<file path="config.mk">
export PLATFORM = sky130hd
export DESIGN_NAME = aes_inv_sbox_seq
export DESIGN_NICKNAME = d
export VERILOG_FILES = /design/src/rtl/aes_inv_sbox_seq.sv
export SDC_FILE = /design/constraint.sdc
export NUM_CORES = 1
export LEC_CHECK = 0
export CAP_MARGIN = 10
export CORE_MARGIN = 2
export CORE_UTILIZATION = 40
export CTS_CLUSTER_SIZE = 20
export DETAILED_ROUTE_END_ITERATION = 7
export SETUP_SLACK_MARGIN = 0.4
export SYNTH_ARGS = -nofsm -noshare
export SYNTH_HDL_FRONTEND = slang
export SYNTH_SLANG_ARGS = --single-unit
</file>
<file path="constraint.sdc">
create_clock -name clk -period 5.6 [get_ports clk]
set_clock_uncertainty 0.15 [all_clocks]
set_input_delay 0.56 -clock clk [delete_from_list [all_inputs] [get_ports clk]]
set_output_delay 0.56 -clock clk [all_outputs]
set_load 0.01 [all_outputs]
</file>
<file path="src/rtl/aes_inv_sbox_seq.sv">
// rtl/aes_inv_sbox_seq.sv - iterative AES inverse S-box: inverse affine then x^254 by square-and-multiply
module aes_inv_sbox_seq #(
  parameter logic [7:0] POLY  = 8'h1B,
  parameter logic [7:0] AFF_C = 8'h05
) (
  input  logic       clk,
  input  logic       rst_n,
  input  logic       in_valid,
  output logic       in_ready,
  input  logic [7:0] in_data,
  output logic       out_valid,
  input  logic       out_ready,
  output logic [7:0] out_data
);

  localparam logic [7:0] EXP_E = 8'hFE;

  typedef enum logic [1:0] {IDLE, EXP, DONE} state_t;

  state_t     r_state, w_state_nxt;
  logic [7:0] r_base, w_base_nxt;
  logic [7:0] r_result, w_result_nxt;
  logic [7:0] r_out, w_out_nxt;
  logic [2:0] r_cnt, w_cnt_nxt;
  logic [7:0] w_invaff, w_sq, w_mul;

  function automatic logic [7:0] xtime(input logic [7:0] a);
    return {a[6:0], 1'b0} ^ (a[7] ? POLY : 8'h00);
  endfunction

  function automatic logic [7:0] gf_mul(input logic [7:0] a, input logic [7:0] b);
    logic [7:0] acc;
    logic [7:0] sh;
    acc = 8'h00;
    sh  = a;
    for (int i = 0; i < 8; i++) begin
      if (b[i]) acc = acc ^ sh;
      sh = xtime(sh);
    end
    return acc;
  endfunction

  // y[i] = s[i+2] ^ s[i+5] ^ s[i+7] (mod 8) expressed as rotations
  assign w_invaff = {in_data[1:0], in_data[7:2]} ^ {in_data[4:0], in_data[7:5]} ^
                    {in_data[6:0], in_data[7]} ^ AFF_C;
  assign w_sq  = gf_mul(r_base, r_base);
  assign w_mul = gf_mul(r_result, r_base);

  always_ff @(posedge clk or negedge rst_n) begin
    if (!rst_n) begin
      r_state  <= IDLE;
      r_base   <= 8'h00;
      r_result <= 8'h01;
      r_out    <= 8'h00;
      r_cnt    <= 3'd0;
    end else begin
      r_state  <= w_state_nxt;
      r_base   <= w_base_nxt;
      r_result <= w_result_nxt;
      r_out    <= w_out_nxt;
      r_cnt    <= w_cnt_nxt;
    end
  end

  always_comb begin
    w_state_nxt  = r_state;
    w_base_nxt   = r_base;
    w_result_nxt = r_result;
    w_out_nxt    = r_out;
    w_cnt_nxt    = r_cnt;
    case (r_state)
      IDLE: begin
        if (in_valid) begin
          w_base_nxt   = w_invaff;
          w_result_nxt = 8'h01;
          w_cnt_nxt    = 3'd0;
          w_state_nxt  = EXP;
        end
      end
      EXP: begin
        // LSB-first exponent walk; the last bit folds straight into the output register
        if (EXP_E[r_cnt]) w_result_nxt = w_mul;
        w_base_nxt = w_sq;
        w_cnt_nxt  = r_cnt + 3'd1;
        if (r_cnt == 3'd7) begin
          w_out_nxt   = EXP_E[7] ? w_mul : r_result;
          w_state_nxt = DONE;
        end
      end
      DONE: begin
        if (out_ready) w_state_nxt = IDLE;
      end
      default: w_state_nxt = IDLE;
    endcase
  end

  assign in_ready  = (r_state == IDLE);
  assign out_valid = (r_state == DONE);
  assign out_data  = r_out;

endmodule

</file>
==> results, run 1 <==
- The H-tree was split into 2 levels.
- After the last flow step, the layout net total stands at 345.
- At the pin with the least slew margin, the transition time is 1.07 ns.
- The synthesized design spends more area on one cell type than any other, namely sky130_fd_sc_hd__dfrtp_1.
- The overall track demand over capacity in global routing is 18.4%.
- The netlist area before placement is around 2800 sq um.
- Setup repair after global routing left no endpoint under its margin.
- The critical path arrival is 2.68 ns.
- The number of distinct standard cells referenced by the synthesized netlist is 35.
- The Yosys step of the flow raised 0 warnings.
- The highest metal layer carrying signal wires in the routed design is met4.
- For this run, the detailed router's first-pass iteration total came to 5.
- The logic depth of the worst register-to-register path is 6.
- The CTS tree is built.
- The standard cell core area is 6790 sq um.
- The violation count after the first detailed-routing iteration is 101.
- The count of final setup violators is 0.
- The critical path required time is around 5.6 ns.
- The mean area per synthesized cell is around 8.8 sq um.
- Summed over all failing endpoints, the final setup total negative slack is 0 ns.
- The number of antenna diodes is 0.
- After technology mapping, the gate count stands at 320.
- Global routing finished with a remaining overflow of 0.
- In the final layout, the share of cells above drive strength 1 is roughly 6.1%.
- For the worst-skew pair, the clock arrives at the later sink with an insertion delay of ~0.28 ns.
- The clock root buffer is sky130_fd_sc_hd__clkbuf_8.
- Of the post-synthesis cell area, the dominant cell type holds between 20% and 30%.
- The detailed router put a total of between 2000 and 3000 microns of wire on met1.
- The time the worst path needs with I/O delays and setup is 2.68 ns.
- The number of clock sinks seen by CTS is 29.
- The die is about 90 microns wide.
- After synthesis, the cell types taking the most area are sky130_fd_sc_hd__dfrtp_1 25%, sky130_fd_sc_hd__xnor2_1 18%, sky130_fd_sc_hd__nand2_1 12%, sky130_fd_sc_hd__xor2_1 7.2%, sky130_fd_sc_hd__xnor3_1 5.6%.
- The timing endpoint of the critical path is out_data[4].
- Input and output buffers added on the ports amount to 21.
- The worst register-to-register path begins at r_result[7].
- The number of instances resized during post-cts repair is 0.
- The post-CTS setup repair buffer count is 0.
- The critical path in this run is classified as flip-flop to flip-flop.
- At the end of routability-driven placement, the weighted congestion stood at approximately 0.8.
- The reg2reg setup slack is 2.92 ns.
- In this run the worst hold path is classified as flip-flop to flip-flop.
- The endpoint of the most critical register-to-register path is out_data[4].
- The share of the clock period used by the worst path after layout is 47.8%.
- Detailed placement ended at an HPWL of 4400 microns.
- The first global-routing pass estimated ~11000 microns of wire.
- STA classifies the critical path endpoint as a flip-flop.
- The count of final hold-check violations is 0.
- The flow ran to the end, and the final reports show no timing, DRC or antenna violations.
- The via count of the first global-routing pass is 2147.
- Relative to the synthesized area, the layout overhead comes to 12.2%.
- From bottom edge to top edge, the die measures ~88 microns.
- After synthesis, flip-flops and latches occupy 26.0% of the total area.
- The number of antenna-violating nets in the routed design is 0.
- For this design the top-level I/O count stands at 22.
- The detailed router placed 2050 vias in this run.
- The clock tree buffer depth is 2.
- For this run, the number of standard cells in the final layout without fillers is 426.
- The number of slew-limit violations in the final report is 0.
- Timing would allow up to 373 MHz.
- The total length of routed met3 wires is 192 microns.
- The flop and latch count out of synthesis is 29.
- Dividing the detail-routed via count by the number of cells gives 4.81.
- After clock tree synthesis, the clock-pin slew on the worst setup and hold paths is 0.06 ns.
- The layout filler cell count is 684.
- The worst pin sits at a relative slew slack of 28.7%.
- The area of all sequential standard cells is 727 sq um.
- The biggest fanout along the worst timing path is 12.
- The post-synth net total is 336.
- The post-route DRC violation count is 0.
- Max-cap violations in this run came to 0.
- The critical path launch point is r_result[7].
- Dividing the detail-routed wire length by the instance count gives ~15 microns.
- The routed length on met2 is between 3000 and 4000 microns.
- The total wire length after detailed routing is 6220 microns.
- STA classifies the critical path startpoint as a flip-flop.
- The initial antenna violation count is 0.
- In the final layout, the multi-input gates occupy between 1500 and 2000 sq um.
- The number of placed instances, taps included is 418.
- Entering global routing, the biggest net connects 30 pins.
- The floorplan step defined a die boundary enclosing roughly 7700 sq um.
- The initial core utilization is about two fifths.
- After clock tree synthesis, the flow added hold-fix buffers numbering 0.
- The initialized floorplan defines 30 standard-cell rows.
- Buffers inserted during clock tree synthesis total 5.
## layout by cell type (no fill, tap or decap), types with 3 or more instances in the layout
master                             n
sky130_fd_sc_hd__nand2_1          87
sky130_fd_sc_hd__o21ai_1           7
sky130_fd_sc_hd__xor2_2            3
sky130_fd_sc_hd__dfrtp_1          28
sky130_fd_sc_hd__clkbuf_8          7
sky130_fd_sc_hd__ha_1              4
sky130_fd_sc_hd__o21ai_0          18
sky130_fd_sc_hd__mux2i_1           6
sky130_fd_sc_hd__inv_1             6
sky130_fd_sc_hd__clkdlybuf4s50_1  21
sky130_fd_sc_hd__xnor3_1           7
sky130_fd_sc_hd__a21oi_1          12
sky130_fd_sc_hd__xnor2_1          57
sky130_fd_sc_hd__nand2b_1          4
sky130_fd_sc_hd__nor2b_1           4
sky130_fd_sc_hd__xor3_1            5
sky130_fd_sc_hd__nor2_1           11
sky130_fd_sc_hd__xor2_1           23
## critical path: stages, from the launching register on
cell and delay, ns:
sky130_fd_sc_hd__dfrtp_1 0.81, sky130_fd_sc_hd__xor3_4 0.59, sky130_fd_sc_hd__nand2_1 0.11, sky130_fd_sc_hd__xnor2_1 0.13, sky130_fd_sc_hd__xnor3_1 0.43, sky130_fd_sc_hd__xnor2_1 0.23, sky130_fd_sc_hd__o21ai_1 0.10
## registers in the layout (all words and copies together), names as in the netlist
register	count
out_data	8
r_cnt	3
r_base	8
r_state	2
r_result	8
## worst min-delay path by stage
stage	slack (ns)	from	depth (start not counted)	end
3_5_place_dp	0.32	out_data[6]	2	out_data[6]
4_1_cts	0.34	out_data[6]	2	out_data[6]
2_1_floorplan	0.11	rst_n	0	out_data[0]
6_report	0.33	out_data[6]	2	out_data[6]
3_3_place_gp	0.31	out_data[5]	2	out_data[5]
5_1_grt	0.36	out_data[6]	2	out_data[6]
## logic make-up (layout without fill, tap and decap cells)
family                     Yosys count  after routing  share of synthesized area, %
xor gates and xnor gates           100            100                          41.1
buffers and inverters               27             37                          4.60
AOI/OAI and AO/OA                   45             45                          8.94
DFF                                 29             29                          26.0
muxes                                6              6                          2.14
and+or+nand+nor                    109            109                          15.5
adders and majority gates            4              4                          1.79
## metrics by stage
stage | area, sq um | util [%] | setup WS, ns | hold WS (ns)
floorplan | 2800 | - | 3.51 | 0.114
global placement | 3040 | 44.7 | 2.97 | 0.315
detailed placement | 3040 | 44.7 | 2.94 | 0.324
CTS | 3140 | 46.2 | 2.91 | 0.339
global route | 3140 | 46.2 | 2.73 | 0.360
finish | 3140 | 46.2 | 2.92 | 0.332
## cell usage after synthesis
master / number
sky130_fd_sc_hd__a21oi_1: 12
sky130_fd_sc_hd__o22a_1: 1
sky130_fd_sc_hd__nand2_1: 87
sky130_fd_sc_hd__xnor2_1: 57
sky130_fd_sc_hd__o21ai_0: 18
sky130_fd_sc_hd__xor2_4: 2
sky130_fd_sc_hd__xor3_2: 1
sky130_fd_sc_hd__a2bb2oi_1: 1
sky130_fd_sc_hd__clkbuf_1: 11
sky130_fd_sc_hd__xor3_4: 1
sky130_fd_sc_hd__dfstp_2: 1
sky130_fd_sc_hd__nor3_1: 1
sky130_fd_sc_hd__nor2b_1: 4
sky130_fd_sc_hd__nor2_1: 11
sky130_fd_sc_hd__inv_1: 6
sky130_fd_sc_hd__xor2_1: 23
sky130_fd_sc_hd__a22o_1: 2
sky130_fd_sc_hd__ha_1: 4
sky130_fd_sc_hd__xor3_1: 5
sky130_fd_sc_hd__buf_4: 4
sky130_fd_sc_hd__nand2b_1: 4
sky130_fd_sc_hd__a21o_1: 1
sky130_fd_sc_hd__buf_1: 1
sky130_fd_sc_hd__o211ai_1: 1
sky130_fd_sc_hd__mux2i_1: 6
sky130_fd_sc_hd__dfrtp_1: 28
sky130_fd_sc_hd__o21ai_1: 7
sky130_fd_sc_hd__buf_6: 1
sky130_fd_sc_hd__xnor3_1: 7
sky130_fd_sc_hd__buf_2: 4
sky130_fd_sc_hd__xor2_2: 3
sky130_fd_sc_hd__xnor2_2: 1
sky130_fd_sc_hd__o21bai_1: 2
sky130_fd_sc_hd__nand3_1: 1
sky130_fd_sc_hd__nand2_2: 1
## cell type report
class                   instances  area share, %
multi-input cells             264           61.9
clock buffers                   7           3.07
inverters                       6          0.717
repair buffers                 23           7.17
clock inverters                 1          0.159
flip-flops and latches         29           23.1
well taps                      96           3.82
## metal layers
metal | track usage [%] | vias to the layer above
li1 | - | 1033
met1 | 22.7 | 977
met2 | 32.1 | 31
met3 | 3.49 | 9
met4 | 6.43 | 0
met5 | 0 | -
Power of run 1 is left out: the tool's default activity adds up to more than one toggle a clock period on the data nets, which glitch-free logic cannot reach.
==> run 2, diff against run 1 <==
==> constraint.sdc (replaced) <==
create_clock -name clk -period 2.6 [get_ports clk]
set_clock_uncertainty 0.15 [all_clocks]
set_input_delay 0.26 -clock clk [delete_from_list [all_inputs] [get_ports clk]]
set_output_delay 0.26 -clock clk [all_outputs]
set_load 0.01 [all_outputs]
==> run 2 against run 1 <==
Final cell count rose by 4.9%. Non-clock buffer count increased by 21. Count of clock-buffer cells in the layout down 1. Critical path depth is the same. Global-route usage down 0.19 points. Via count increased by 4.8%. Sequential cell count did not move. Final area up 8.7%. Register-to-register slack got worse by 2.5 ns. Sequential share of layout area is 1.6 points lower. Utilization grew 4.0 points. First-iteration DRC count rose by 11%. Critical endpoint is now out_data[3].
==> results, run 2 (synthesis gave the netlist of run 1 again) <==
- The cell count along the critical path is 6 (unchanged).
- The setup slack after placement came to 0.298 ns (was 2.94 ns).
- The post-detailed-route wirelength per cell is 14.2 microns (was 14.6 microns).
- The kind of capture point of the worst setup path is a flip-flop (unchanged).
- The number of cell rows is 30 (unchanged).
- The delay contributed by the slowest stage of the critical path was 0.63 ns (was 0.81 ns).
- The standard cell core area was 6790 sq um (unchanged).
- The logic depth of the worst register-to-register path is 6 (unchanged).
- The routed via count divided by cell count came to 4.81 (about the same).
- The endpoint of the most critical register-to-register path was out_data[3] (was out_data[4]).
- The number of antenna-violating nets in the routed design is 0 (unchanged).
- The worst-margin pin slew is 0.619 ns (was 1.07 ns).
- The headroom to the max-slew limit came to 58.7% (was 28.7%).
- The total grt overflow is 0 (unchanged).
- The number of slew-limit violations in the final report is 0 (unchanged).
- The critical path required time is 2.60 ns (was 5.60 ns).
- The maximum clock frequency is 462 MHz (was 373 MHz).
- The slack of the critical path came to 0.435 ns (was 2.92 ns).
- The critical path launch point is r_result[0] (was r_result[7]).
- The count of hold-fix buffers inserted at cts is 0 (unchanged).
- The I/O pin count is 22 (unchanged).
- The post-route DRC violation count is 0 (unchanged).
- The largest net degree at the start of global routing is 30 (unchanged).
- The overall track demand over capacity in global routing was 18.2% (was 18.4%).
- The kind of start point of the critical path was a flip-flop (unchanged).
- The layout overhead on the synthesized area is 21.9% (was 12.2%).
- The clock tree buffer depth is 2 (unchanged).
- The CTS tree is built (unchanged).
- The clock root buffer is sky130_fd_sc_hd__clkbuf_8 (unchanged).
- The HPWL after detailed placement is 4530 microns (was 4400 microns).
- The TritonCTS buffer count came to 5 (unchanged).
- The initial core utilization was 41.2% (unchanged).
- The biggest fanout along the worst timing path is 4 (was 12).
- The time the worst path needs with I/O delays and setup is 2.17 ns (was 2.68 ns).
- The cell class contributing the biggest share of worst-path delay is XOR/XNOR gates (unchanged).
- The setup total negative slack is 0 ns (unchanged).
- The number of antenna diodes is 0 (unchanged).
- The fraction of final layout cells with drive strength greater than 1 was 16.8% (was 6.06%).
- The share of the clock period used by the worst path after layout came to 83.3% (was 47.8%).
- The post-layout net count is 366 (was 345).
- The reg-to-reg critical path startpoint is r_result[0] (was r_result[7]).
- The reg2reg setup slack is 0.43 ns (was 2.92 ns).
- The detailed-routing iteration count for the pre-antenna-repair pass is 4 (was 5).
- Status: finished, final reports clean (unchanged).
- The total wire length after detailed routing is 6360 microns (was 6220 microns).
- The routability congestion estimate is 0.852 (was 0.801).
- The violation count after the first detailed-routing iteration is 112 (was 101).
- The count of final setup violators is 0 (unchanged).
- The count of buffers inserted at the top-level ports is 21 (unchanged).
- The total buffers and inverters traversed by the critical path is 0 (unchanged).
- The max-capacitance violation count came to 0 (unchanged).
- The via count of the first global-routing pass is 2138 (was 2147).
- The height of the die is 87.7 microns (unchanged).
- The worst min-delay path class is input port to asynchronous set/reset pin (was flip-flop to flip-flop).
- The first-pass GRT wire length came to 10800 microns (was 10700 microns).
- The latest clock arrival within the worst-skew pair is 0.29 ns (was 0.28 ns).
- The clock-pin slew reported for the worst setup and hold paths after clock tree synthesis was 0.07 ns (was 0.06 ns).
- The timing endpoint of the critical path is out_data[3] (was out_data[4]).
- The width of the die is 87.7 microns (unchanged).
- The type of the setup path with the least slack is flip-flop to flip-flop (unchanged).
- The initial antenna violation count came to 0 (unchanged).
- Cell Chain, Critical Path: xor2_4 -> xor2_1 -> nand2_1 -> xnor3_2 -> xnor2_2 -> o21ai_1 (was xor3_4 -> nand2_1 -> xnor2_1 -> xnor3_1 -> xnor2_1 -> o21ai_1).
- The total die area is 7690 sq um (unchanged).
- The critical path arrival is 2.16 ns (was 2.68 ns).
- The slowest cell on the critical path is sky130_fd_sc_hd__dfstp_2 (was sky130_fd_sc_hd__dfrtp_1).
- The number of clock sinks seen by CTS came to 29 (unchanged).
- The via count of the routed design was 2148 (was 2050).
- The count of final hold-check violations was 0 (unchanged).
- Unrepaired setup endpoints after global routing: true (was false).
- The commonest non-fill, non-tap cell in the layout was sky130_fd_sc_hd__nand2_1 (unchanged).
- Most used cells in the layout excluding fill and tap cells: 85 x sky130_fd_sc_hd__nand2_1, 49 x sky130_fd_sc_hd__xnor2_1, 23 x sky130_fd_sc_hd__xor2_1 (was 87 x sky130_fd_sc_hd__nand2_1, 57 x sky130_fd_sc_hd__xnor2_1, 28 x sky130_fd_sc_hd__dfrtp_1).
- The depth of the CTS H-tree was 2 (unchanged).
[run 2: changes by cell type in the layout (fill, tap and decap cells not counted), moves of 3 or more]
| cell | previous run | this run |
|---|---|---|
| sky130_fd_sc_hd__xor2_4 | 2 | 5 |
| sky130_fd_sc_hd__dfrtp_2 | 0 | 6 |
| sky130_fd_sc_hd__buf_4 | 2 | 20 |
| sky130_fd_sc_hd__xnor2_1 | 57 | 49 |
| sky130_fd_sc_hd__xor2_2 | 3 | 0 |
| sky130_fd_sc_hd__xnor2_2 | 1 | 9 |
| sky130_fd_sc_hd__dfrtp_1 | 28 | 22 |
[run 2: timing repair]
action	4_1_cts	5_1_grt
resized for setup	10	20
setup endpoints to repair	8	17
setup buffers	1	10
pin swaps	4	12
[run 2: cell type report]
| cell class | instances | area [sq um] |
|---|---|---|
| fill | 648 | 3380 |
| multi-input combinational | 264 | 2050 |
| sequential | 29 | 734 |
| timing repair buffer | 44 | 407 |
| tap | 96 | 120 |
| clock buffer | 6 | 72.6 |
| inverter | 6 | 22.5 |
| clock inverter | 2 | 10.0 |
[run 2: routing by layer]
| metal | global-route usage [%] | part of all wire [%] | vias up |
|---|---|---|---|
| met1 | 23.6 | 44 | 1023 |
| met3 | 2.92 | 3.0 | 9 |
| met5 | 0 | 0 | - |
| li1 | - | - | 1075 |
| met4 | 4.90 | 1.6 | 0 |
| met2 | 31.6 | 51 | 41 |
[run 2: how the worst min path moves through the flow]
| stage | start | end | depth (start not counted) |
|---|---|---|---|
| final | rst_n | r_result[6] | 2 |
| after floorplan | rst_n | out_data[0] | 0 |
| after global routing | rst_n | out_data[7] | 2 |
| after CTS | rst_n | out_data[5] | 2 |
| after detailed placement | out_data[7] | out_data[7] | 2 |
| after global placement | out_data[5] | out_data[5] | 2 |
[run 2: metrics by stage]
step / hold WS (ns) / utilization, % / cells / cell area, sq um
final: 0.215 / 50.2 / 447 / 3410
after global routing: 0.254 / 50.2 / 447 / 3410
after CTS: 0.235 / 47.6 / 437 / 3240
after detailed placement: 0.319 / 45.8 / 428 / 3110
after global placement: 0.315 / 45.8 / 428 / 3110
after floorplan: -0.186 / - / 320 / 2800
Power of run 2 is left out for the same reason.
